### config.mk
export PLATFORM = sky130hd
export DESIGN_NAME = camera_capture
export DESIGN_NICKNAME = d
export VERILOG_FILES = /design/src/rtl/camera_capture.sv
export SDC_FILE = /design/constraint.sdc
export NUM_CORES = 1
export LEC_CHECK = 0
export BUFFER_PORTS_ARGS = -buffer_cell sky130_fd_sc_hd__buf_2
export CAP_MARGIN = 20
export CORE_ASPECT_RATIO = 0.75
export CORE_UTILIZATION = 35
export DETAILED_ROUTE_END_ITERATION = 6
export GPL_ROUTABILITY_DRIVEN = 0
export SLEW_MARGIN = 10
export SYNTH_ARGS = -nofsm -noshare
export SYNTH_HDL_FRONTEND = slang
export SYNTH_SLANG_ARGS = --single-unit
### constraint.sdc
create_clock -name pclk -period 2.9 [get_ports pclk]
set_input_delay 0.29 -clock pclk [delete_from_list [all_inputs] [get_ports pclk]]
set_output_delay 0.29 -clock pclk [all_outputs]
set_load 0.005 [all_outputs]
### src/rtl/camera_capture.sv
// camera_capture: DVP-style camera byte stream to pixel stream.
//
// Registers href/vsync/camData once on pclk. A small FSM locks onto the
// vertical sync pulse, then assembles BYTES_PER_PIXEL bytes per pixel. It
// emits one strobe per in-window pixel with its coordinates, and reports
// on every frame close whether that frame had the expected geometry.
//
// Parameters:
//   WIDTH            active pixels per line
//   HEIGHT           active lines per frame
//   BYTES_PER_PIXEL  1 or 2 camData bytes per pixel
//
// Ports:
//   pclk        capture clock (rising edge)
//   reset       asynchronous active-high reset
//   href        high while line bytes are on camData
//   vsync       low during vertical sync pulse
//   camData     pixel byte
//   pixelValid  one-cycle pixel strobe
//   pixelData   assembled pixel (first byte high when 2 bytes per pixel)
//   pixelX/Y    pixel coordinates
//   frameStart  set with the strobe of pixel (0,0)
//   frameEnd    one-cycle pulse when a captured frame closes
//   frameErr    valid with frameEnd: closed frame was malformed
//
// Optional build macro CAMERA_CAPTURE_STATS_EN adds:
//   frameCount  frames closed (wrapping)
//   errCount    frames closed with frameErr (saturating)
module camera_capture #(
  parameter int WIDTH           = 1280,
  parameter int HEIGHT          = 800,
  parameter int BYTES_PER_PIXEL = 2
) (
  input  logic                      pclk,
  input  logic                      reset,
  input  logic                      href,
  input  logic                      vsync,
  input  logic [7:0]                camData,
  output logic                      pixelValid,
  output logic [15:0]               pixelData,
  output logic [$clog2(WIDTH)-1:0]  pixelX,
  output logic [$clog2(HEIGHT)-1:0] pixelY,
  output logic                      frameStart,
  output logic                      frameEnd,
  output logic                      frameErr
`ifdef CAMERA_CAPTURE_STATS_EN
  ,
  output logic [15:0]               frameCount,
  output logic [15:0]               errCount
`endif
);

  localparam int XW         = $clog2(WIDTH);
  localparam int YW         = $clog2(HEIGHT);
  localparam int LINE_BYTES = WIDTH * BYTES_PER_PIXEL;
  // Counters are one step wider than the coordinates so they can sit past
  // the active window (saturated) and still be told apart from a full line.
  localparam int XCW        = $clog2(WIDTH + 1);
  localparam int YCW        = $clog2(HEIGHT + 2);
  localparam int BCW        = $clog2(LINE_BYTES + 2);

  typedef enum logic [1:0] {UNSYNCED, SYNC, FRAME} state_t;

  state_t state_reg, state_next;

  // Input stage plus one delayed copy of the controls for edge detection.
  logic       href_reg, vsync_reg, href_d_reg, vsync_d_reg;
  logic [7:0] data_reg;

  logic [XCW-1:0] x_cnt_reg, x_cnt_next;
  logic [YCW-1:0] y_cnt_reg, y_cnt_next;
  logic [BCW-1:0] byte_cnt_reg, byte_cnt_next;
  logic           phase_reg, phase_next;
  logic [7:0]     hi_reg, hi_next;
  logic           err_reg, err_next;

  logic          valid_reg, valid_next;
  logic [15:0]   pdata_reg, pdata_next;
  logic [XW-1:0] px_reg, px_next;
  logic [YW-1:0] py_reg, py_next;
  logic          start_reg, start_next;
  logic          end_reg, end_next;
  logic          ferr_reg, ferr_next;

  logic        line_end, vsync_fall, vsync_rise;
  logic        pixel_done;
  logic [15:0] pixel_word;

  assign line_end   = href_d_reg & ~href_reg;
  assign vsync_fall = vsync_d_reg & ~vsync_reg;
  assign vsync_rise = ~vsync_d_reg & vsync_reg;

  generate
    if (BYTES_PER_PIXEL == 1) begin : g_bpp1
      assign pixel_done = href_reg;
      assign pixel_word = {8'h00, data_reg};
    end else begin : g_bpp2
      assign pixel_done = href_reg & phase_reg;
      assign pixel_word = {hi_reg, data_reg};
    end
  endgenerate

  always_ff @(posedge pclk or posedge reset) begin
    if (reset) begin
      href_reg    <= 1'b0;
      vsync_reg   <= 1'b1;
      data_reg    <= 8'h00;
      href_d_reg  <= 1'b0;
      vsync_d_reg <= 1'b1;
    end else begin
      href_reg    <= href;
      vsync_reg   <= vsync;
      data_reg    <= camData;
      href_d_reg  <= href_reg;
      vsync_d_reg <= vsync_reg;
    end
  end

  // A vsync falling edge always resynchronises, whatever the state.
  always_comb begin
    state_next = state_reg;
    if (vsync_fall) begin
      state_next = SYNC;
    end else if (state_reg == SYNC && vsync_rise) begin
      state_next = FRAME;
    end
  end

  always_ff @(posedge pclk or posedge reset) begin
    if (reset) state_reg <= UNSYNCED;
    else       state_reg <= state_next;
  end

  always_comb begin
    x_cnt_next    = x_cnt_reg;
    y_cnt_next    = y_cnt_reg;
    byte_cnt_next = byte_cnt_reg;
    phase_next    = phase_reg;
    hi_next       = hi_reg;
    err_next      = err_reg;
    valid_next    = 1'b0;
    pdata_next    = pdata_reg;
    px_next       = px_reg;
    py_next       = py_reg;
    start_next    = 1'b0;
    end_next      = 1'b0;
    ferr_next     = 1'b0;
    if (state_reg != FRAME) begin
      // Outside a frame everything is held clear, so FRAME starts at (0,0).
      x_cnt_next    = '0;
      y_cnt_next    = '0;
      byte_cnt_next = '0;
      phase_next    = 1'b0;
      err_next      = 1'b0;
    end else begin
      if (href_reg) begin
        if (byte_cnt_reg != BCW'(LINE_BYTES + 1)) byte_cnt_next = byte_cnt_reg + BCW'(1);
        if (pixel_done) begin
          phase_next = 1'b0;
          if (x_cnt_reg < XCW'(WIDTH) && y_cnt_reg < YCW'(HEIGHT)) begin
            valid_next = 1'b1;
            pdata_next = pixel_word;
            px_next    = x_cnt_reg[XW-1:0];
            py_next    = y_cnt_reg[YW-1:0];
            start_next = (x_cnt_reg == '0) && (y_cnt_reg == '0);
          end
          if (x_cnt_reg != XCW'(WIDTH)) x_cnt_next = x_cnt_reg + XCW'(1);
        end else begin
          phase_next = 1'b1;
          hi_next    = data_reg;
        end
      end
      if (line_end) begin
        // A half-assembled pixel is dropped here and taints the frame.
        if (phase_reg || byte_cnt_reg != BCW'(LINE_BYTES)) err_next = 1'b1;
        x_cnt_next    = '0;
        byte_cnt_next = '0;
        phase_next    = 1'b0;
        if (y_cnt_reg != YCW'(HEIGHT + 1)) y_cnt_next = y_cnt_reg + YCW'(1);
      end
      // Uses the *_next values so a line closing on this same edge counts.
      if (vsync_fall) begin
        end_next  = 1'b1;
        ferr_next = err_next | (y_cnt_next != YCW'(HEIGHT));
      end
    end
  end

  always_ff @(posedge pclk or posedge reset) begin
    if (reset) begin
      x_cnt_reg    <= '0;
      y_cnt_reg    <= '0;
      byte_cnt_reg <= '0;
      phase_reg    <= 1'b0;
      hi_reg       <= 8'h00;
      err_reg      <= 1'b0;
      valid_reg    <= 1'b0;
      pdata_reg    <= 16'h0000;
      px_reg       <= '0;
      py_reg       <= '0;
      start_reg    <= 1'b0;
      end_reg      <= 1'b0;
      ferr_reg     <= 1'b0;
    end else begin
      x_cnt_reg    <= x_cnt_next;
      y_cnt_reg    <= y_cnt_next;
      byte_cnt_reg <= byte_cnt_next;
      phase_reg    <= phase_next;
      hi_reg       <= hi_next;
      err_reg      <= err_next;
      valid_reg    <= valid_next;
      pdata_reg    <= pdata_next;
      px_reg       <= px_next;
      py_reg       <= py_next;
      start_reg    <= start_next;
      end_reg      <= end_next;
      ferr_reg     <= ferr_next;
    end
  end

  assign pixelValid = valid_reg;
  assign pixelData  = pdata_reg;
  assign pixelX     = px_reg;
  assign pixelY     = py_reg;
  assign frameStart = start_reg;
  assign frameEnd   = end_reg;
  assign frameErr   = ferr_reg;

`ifdef CAMERA_CAPTURE_STATS_EN
  logic [15:0] frame_count_reg, err_count_reg;

  always_ff @(posedge pclk or posedge reset) begin
    if (reset) begin
      frame_count_reg <= 16'h0000;
      err_count_reg   <= 16'h0000;
    end else if (end_reg) begin
      frame_count_reg <= frame_count_reg + 16'd1;
      if (ferr_reg && err_count_reg != 16'hFFFF) err_count_reg <= err_count_reg + 16'd1;
    end
  end

  assign frameCount = frame_count_reg;
  assign errCount   = err_count_reg;
`else
`endif

endmodule

==> results of run 1 <==
[critical path, delay by kind of cell, from the launching register on]
kind,cells,cell delay [ns]
simple gates,3,1.00
compound gates,2,0.58
flops,1,0.43
[cells in the mapped netlist (2+ instances only)]
master / count / share of area (%)
a22o_1: 2 / 0.40
and2_1: 6 / 0.86
nor4_1: 3 / 0.43
o31ai_1: 3 / 0.52
dfstp_2: 2 / 1.2
or3_1: 2 / 0.29
o21ai_0: 13 / 1.5
o211ai_1: 5 / 0.86
nor4b_1: 2 / 0.40
dfrtp_1: 96 / 55
inv_1: 12 / 1.0
or4_1: 4 / 0.69
a31oi_1: 4 / 0.58
a21oi_1: 7 / 0.81
a41oi_1: 3 / 0.60
nand2b_1: 3 / 0.43
ha_1: 8 / 2.3
mux2i_1: 2 / 0.46
and3_1: 5 / 0.72
nor2_1: 34 / 2.9
clkbuf_1: 6 / 0.52
xnor2_1: 5 / 1.0
mux2_2: 39 / 10
buf_2: 8 / 0.92
o22a_1: 3 / 0.60
nor2b_1: 3 / 0.43
a211o_1: 2 / 0.40
nand2_1: 26 / 2.2
nor3_1: 6 / 0.69
and3b_1: 3 / 0.60
xor2_1: 15 / 3.0
nand3_1: 9 / 1.0
nand4_1: 9 / 1.3
[report_power, final]
| part | leakage (nW) | internal [W] | switching, W | total (W) |
|---|---|---|---|---|
| Sequential | 1.31 | 0.00152 | 0.0000846 | 0.00161 |
| Clock | 0.153 | 0.000685 | 0.000535 | 0.00122 |
| Combinational | 0.963 | 0.000199 | 0.000177 | 0.000376 |
| Total | 2.42 | 0.00241 | 0.000796 | 0.00320 |
[cells by family (layout without fill, tap and decap cells)]
group                    count (synthesis)  count (layout)  synth area share [%]
adder cells (fa/ha/maj)                  8               8                  2.30
AO/OA/AOI/OAI                           51              51                  8.32
flip-flops                              98              98                  56.5
multiplexers                            41              41                  10.6
XOR/XNOR                                20              20                  4.03
AND/OR/NAND/NOR                        126             126                  15.6
buffers and inverters                   27              86                  2.65
[cell type report]
type	count	share of cell area, %
repair buffers	58	6.44
clock inverters	7	1.66
clock buffers	9	4.39
multi-input cells	246	34.8
inverters	12	0.927
flip-flops and latches	98	47.8
well taps	162	3.95
[path summary, 6_finish.rpt]
kind | start | depth (start not counted) | slack (ns) | endpoint
max reg2reg | byte_cnt_reg[6] | 5 | 0.78 | byte_cnt_reg[1]
min | reset | 3 | 0.05 | pixelData[14]
min in group pclk | camData[3] | 1 | 0.05 | data_reg[3]
min reg2reg | vsync_reg | 0 | 0.37 | vsync_d_reg
max in group asynchronous | reset | 3 | 2.44 | byte_cnt_reg[3]
max | byte_cnt_reg[6] | 5 | 0.78 | byte_cnt_reg[1]
[stage by stage]
step                      hold WS, ns  setup slack, ns
after global routing           0.0311            0.594
after CTS                      0.0329            0.711
after global placement          0.359            0.785
after floorplan                 0.294           0.0512
final                          0.0464            0.781
after detailed placement        0.361            0.722
[routing by layer]
| metal | vias to the layer above | global-route usage (%) | part of all wire (%) |
|---|---|---|---|
| met3 | 9 | 3.91 | 3.5 |
| met2 | 44 | 22.6 | 46 |
| met5 | - | 0 | 0 |
| met4 | 0 | 4.24 | 1.1 |
| met1 | 1493 | 22.8 | 50 |
| li1 | 1422 | - | - |
==> results.json, run 1 <==
{
  "grt_overflow": 0,
  "placeableCoreArea_um2": 11800,
  "required_ns": 3.15,
  "insertion_delay_ns": 0.34,
  "grt.total_usage_pct": 15.5,
  "antenna_violating_nets_post_route": 0,
  "fp.dieW_um": 131,
  "max-slew-margin-rel_pct": 51.0,
  "mapped_area_um2": 4340,
  "final_cell_mix": "96 x dfrtp_1, 52 x buf_2, 39 x mux2_2, 34 x nor2_1, 26 x nand2_1",
  "post-place-cells": 575,
  "syn-num-nets": 391,
  "layout-area-overhead-vs-synth_pct": 18.1,
  "fin_crit_ns": 2.12,
  "vias": 2968,
  "peakVddDrop_mv": 0.294,
  "timing.critical_path.arrival_ns": 2.37,
  "ys_warn_count": 0,
  "number_of_setup_violations_in_the_final_report": 0,
  "hold_path_class": "in2async",
  "cts-resized-gates": 0,
  "power_density_nw_per_um2": 624,
  "timing.setup.critical_path_class": "reg2reg",
  "grt_setup_unrepaired": "false",
  "n_antenna_cell": 0,
  "first_pass_detailed_route_iteration_total": 4,
  "drt-total-wl_um": 8970,
  "multiInputGateArea_um2": 1790,
  "hold_violations": 0,
  "fillerInstances": 1145,
  "cap_violations": 0,
  "cts_tree": "done",
  "wl_per_cell_um": 15.2,
  "layout.cells.non_filler": 592,
  "io-pin-count": 53,
  "placementRows": 34,
  "postSynthRegisterBits": 98,
  "timing.critical_path.fanout_max": 9,
  "dieHeight_um": 98.5,
  "route.detailed.vias_per_inst": 5.01,
  "detail_route.iter0.violations": 254,
  "cts_setup_buffers": 0,
  "timing.fmax_mhz": 472,
  "number_of_global_route_vias_before_repair": 2965,
  "hold_buffers": 0,
  "fp.dieArea_um2": 12900,
  "cts.path.max_buffers": 2,
  "grt_pass1_wl_um": 15500,
  "clockRootBuffer": "clkbuf_16",
  "tns_ns": 0,
  "synthDistinctLibCells": 54,
  "syn_inst": 371,
  "post-route-drc-count": 0,
  "drive_gt1_share_pct": 29.1,
  "floorplan.initialDensity_pct": 36.7,
  "layout.nets": 445,
  "finalCritPeriodShare_pct": 73.1,
  "capturing_element_type_of_the_critical_path": "register",
  "kind_of_launch_point_of_the_worst_setup_path": "register",
  "run_status": "completed",
  "ff_latch_area_um2": 2450,
  "mostFrequentLayoutCell": "dfrtp_1",
  "grt_start_max_net_pins": 99,
  "synth_seq_area_share_pct": 56.5,
  "cts-buffers-inserted": 9,
  "cts.sink_count": 98,
  "number_of_antenna_violations_at_the_first_check_in_global_routing": 0,
  "async_flop_share_pct": 100,
  "worstMarginPinSlew_ns": 0.728,
  "largest_register_ff_count": 16,
  "layout.cell_area.non_filler_um2": 5130,
  "totalPowerFinal_w": 0.00320,
  "post_dp_cell_area_um2": 4800,
  "crit_chain": "nor4_1 -> nand4_2 -> o21ai_2 -> nand2_1 -> o21ai_0",
  "p_leak_nw": 2.42,
  "dpl.hpwl_um": 6140,
  "critPathSlowestCell": "nor4_1",
  "finalClockSkew_ns": 0.00876,
  "cts_max_level": 3,
  "clkSlewWorstSetupHoldPaths_ns": 0.07,
  "synth.avg_cell_area_um2": 11.7,
  "synth_edf_count": 0,
  "timing_max_transition_violations_final": 0,
  "ys_dominant_reg_cell": "dfrtp_1",
  "io_buffers": 52,
  "post-route-util_pct": 43.4,
  "crit_path_max_incr_delay_ns": 0.56
}
No activity file was read; power rests on OpenSTA's default activity.
==> run 2: changes to the inputs <==
- clock period: 2.9 -> 2.1 ns (I/O delays scaled with it)
==> results.json, run 2 (same netlist as run 1, synthesis figures left out) <==
{
  "post_dp_cell_area_um2": 4930,
  "power_density_nw_per_um2": 834,
  "timing_max_transition_violations_final": 0,
  "p_leak_nw": 2.54,
  "multiInputGateArea_um2": 1790,
  "insertion_delay_ns": 0.34,
  "number_of_setup_violations_in_the_final_report": 0,
  "number_of_antenna_violations_at_the_first_check_in_global_routing": 0,
  "post-route-drc-count": 0,
  "hold_violations": 0,
  "timing.fmax_mhz": 519,
  "layout.cells.non_filler": 618,
  "dpl.hpwl_um": 6390,
  "run_status": "completed",
  "clkSlewWorstSetupHoldPaths_ns": 0.07,
  "drive_gt1_share_pct": 31.1,
  "cts-buffers-inserted": 9,
  "drt-total-wl_um": 9160,
  "wl_per_cell_um": 14.8,
  "io-pin-count": 53,
  "worst_hold_check_slack_ns": 0.0108,
  "totalPowerFinal_w": 0.00447,
  "final_cell_mix": "96 x dfrtp_1, 52 x buf_2, 39 x mux2_2, 34 x nor2_1, 26 x nand2_1",
  "fp.dieW_um": 131,
  "dieHeight_um": 98.5,
  "antenna_violating_nets_post_route": 0,
  "io_buffers": 52,
  "timing.critical_path.fanout_max": 11,
  "fillerInstances": 1113,
  "crit_chain": "nand3b_4 -> nor2_2 -> or4b_1 -> a211o_1 -> a211o_1",
  "cp_top_family": "simple AND/OR/NAND/NOR gates",
  "tns_ns": 0,
  "fin_crit_ns": 1.93,
  "hold_path_class": "in2async",
  "cts.path.max_buffers": 2,
  "crit_path_max_incr_delay_ns": 0.53,
  "grt_overflow": 0,
  "cts.sink_count": 98,
  "layout-area-overhead-vs-synth_pct": 23.4,
  "crit_buf_inv": 0,
  "clockRootBuffer": "clkbuf_16",
  "grt_setup_unrepaired": "false",
  "floorplan.initialDensity_pct": 36.7,
  "capturing_element_type_of_the_critical_path": "register",
  "placementRows": 34,
  "ff_latch_area_um2": 2450,
  "cp_common_cell": "a211o_1",
  "critPathSlowestCell": "dfrtp_1",
  "first_pass_detailed_route_iteration_total": 4,
  "detail_route.iter0.violations": 280,
  "route.detailed.vias_per_inst": 4.96,
  "cap_violations": 0,
  "placeableCoreArea_um2": 11800,
  "grt_pass1_wl_um": 15300,
  "timing.setup.critical_path_class": "reg2reg",
  "cts_max_level": 3,
  "required_ns": 2.33,
  "vias": 3065,
  "peakVddDrop_mv": 0.358,
  "layout.nets": 471,
  "fp.dieArea_um2": 12900,
  "mostFrequentLayoutCell": "dfrtp_1",
  "finalClockSkew_ns": 0.00499,
  "max-slew-margin-rel_pct": 57.8,
  "largest_register_ff_count": 16,
  "n_antenna_cell": 0,
  "grt_start_max_net_pins": 99,
  "finalCritPeriodShare_pct": 91.7,
  "timing.critical_path.arrival_ns": 2.15,
  "kind_of_launch_point_of_the_worst_setup_path": "register",
  "post-place-cells": 591,
  "grt.total_usage_pct": 15.4,
  "layout.cell_area.non_filler_um2": 5360,
  "number_of_global_route_vias_before_repair": 3002,
  "cts_tree": "done",
  "worstMarginPinSlew_ns": 0.629
}
run 2: power by group:
group	leakage, nW	internal [W]	switching, W	total, W
registers	1.31	0.00210	0.000116	0.00222
logic	1.08	0.000298	0.000251	0.000549
clock network	0.146	0.000946	0.000753	0.00170
run 2: per-stage QoR:
stage          setup WS (ns)  util [%]
2_1_floorplan          0.199         -
3_3_place_gp           0.165      41.7
3_5_place_dp           0.119      41.7
4_1_cts               0.0762      45.2
5_1_grt               0.0487      45.3
6_report               0.174      45.3
run 2: layer usage:
layer / track usage [%] / share of wire (%) / vias up / routed length [µm]
li1: - / - / 1471 / -
met1: 22.6 / 51 / 1513 / 4640
met2: 22.3 / 44 / 66 / 4040
met3: 3.31 / 3.5 / 15 / 324
met4: 5.48 / 1.6 / 0 / 147
met5: 0 / 0 / - / 0
run 2: final timing paths:
| kind | start | to | slack (ns) | cells past startpoint |
|---|---|---|---|---|
| max reg2reg | href_reg | frameErr | 0.17 | 5 |
| min in group pclk | vsync_reg | vsync_d_reg | 0.37 | 0 |
| min reg2reg | vsync_reg | vsync_d_reg | 0.37 | 0 |
| max | href_reg | frameErr | 0.17 | 5 |
| max in group asynchronous | reset | byte_cnt_reg[9] | 1.70 | 3 |
| min | reset | y_cnt_reg[7] | 0.01 | 3 |
run 2: timing repair:
item                                    CTS  global route
hold buffers                             10             0
buffers inserted                          0             1
hold endpoints to repair                 10             0
gates resized for setup                   0             1
endpoints found under the setup margin    0             2
run 2: area by class of cell:
type	count	share of cell area [%]
Clock inverter	7	1.59
Timing Repair Buffer	84	10.3
Multi-Input combinational cell	246	33.4
Clock buffer	9	4.20
Inverter	12	0.911
Tap cell	162	3.78
Sequential cell	98	45.8
run 2: worst min-delay path, delay by kind of cell:
kind	cells	cell delay, ns
buf+inv	3	0.58
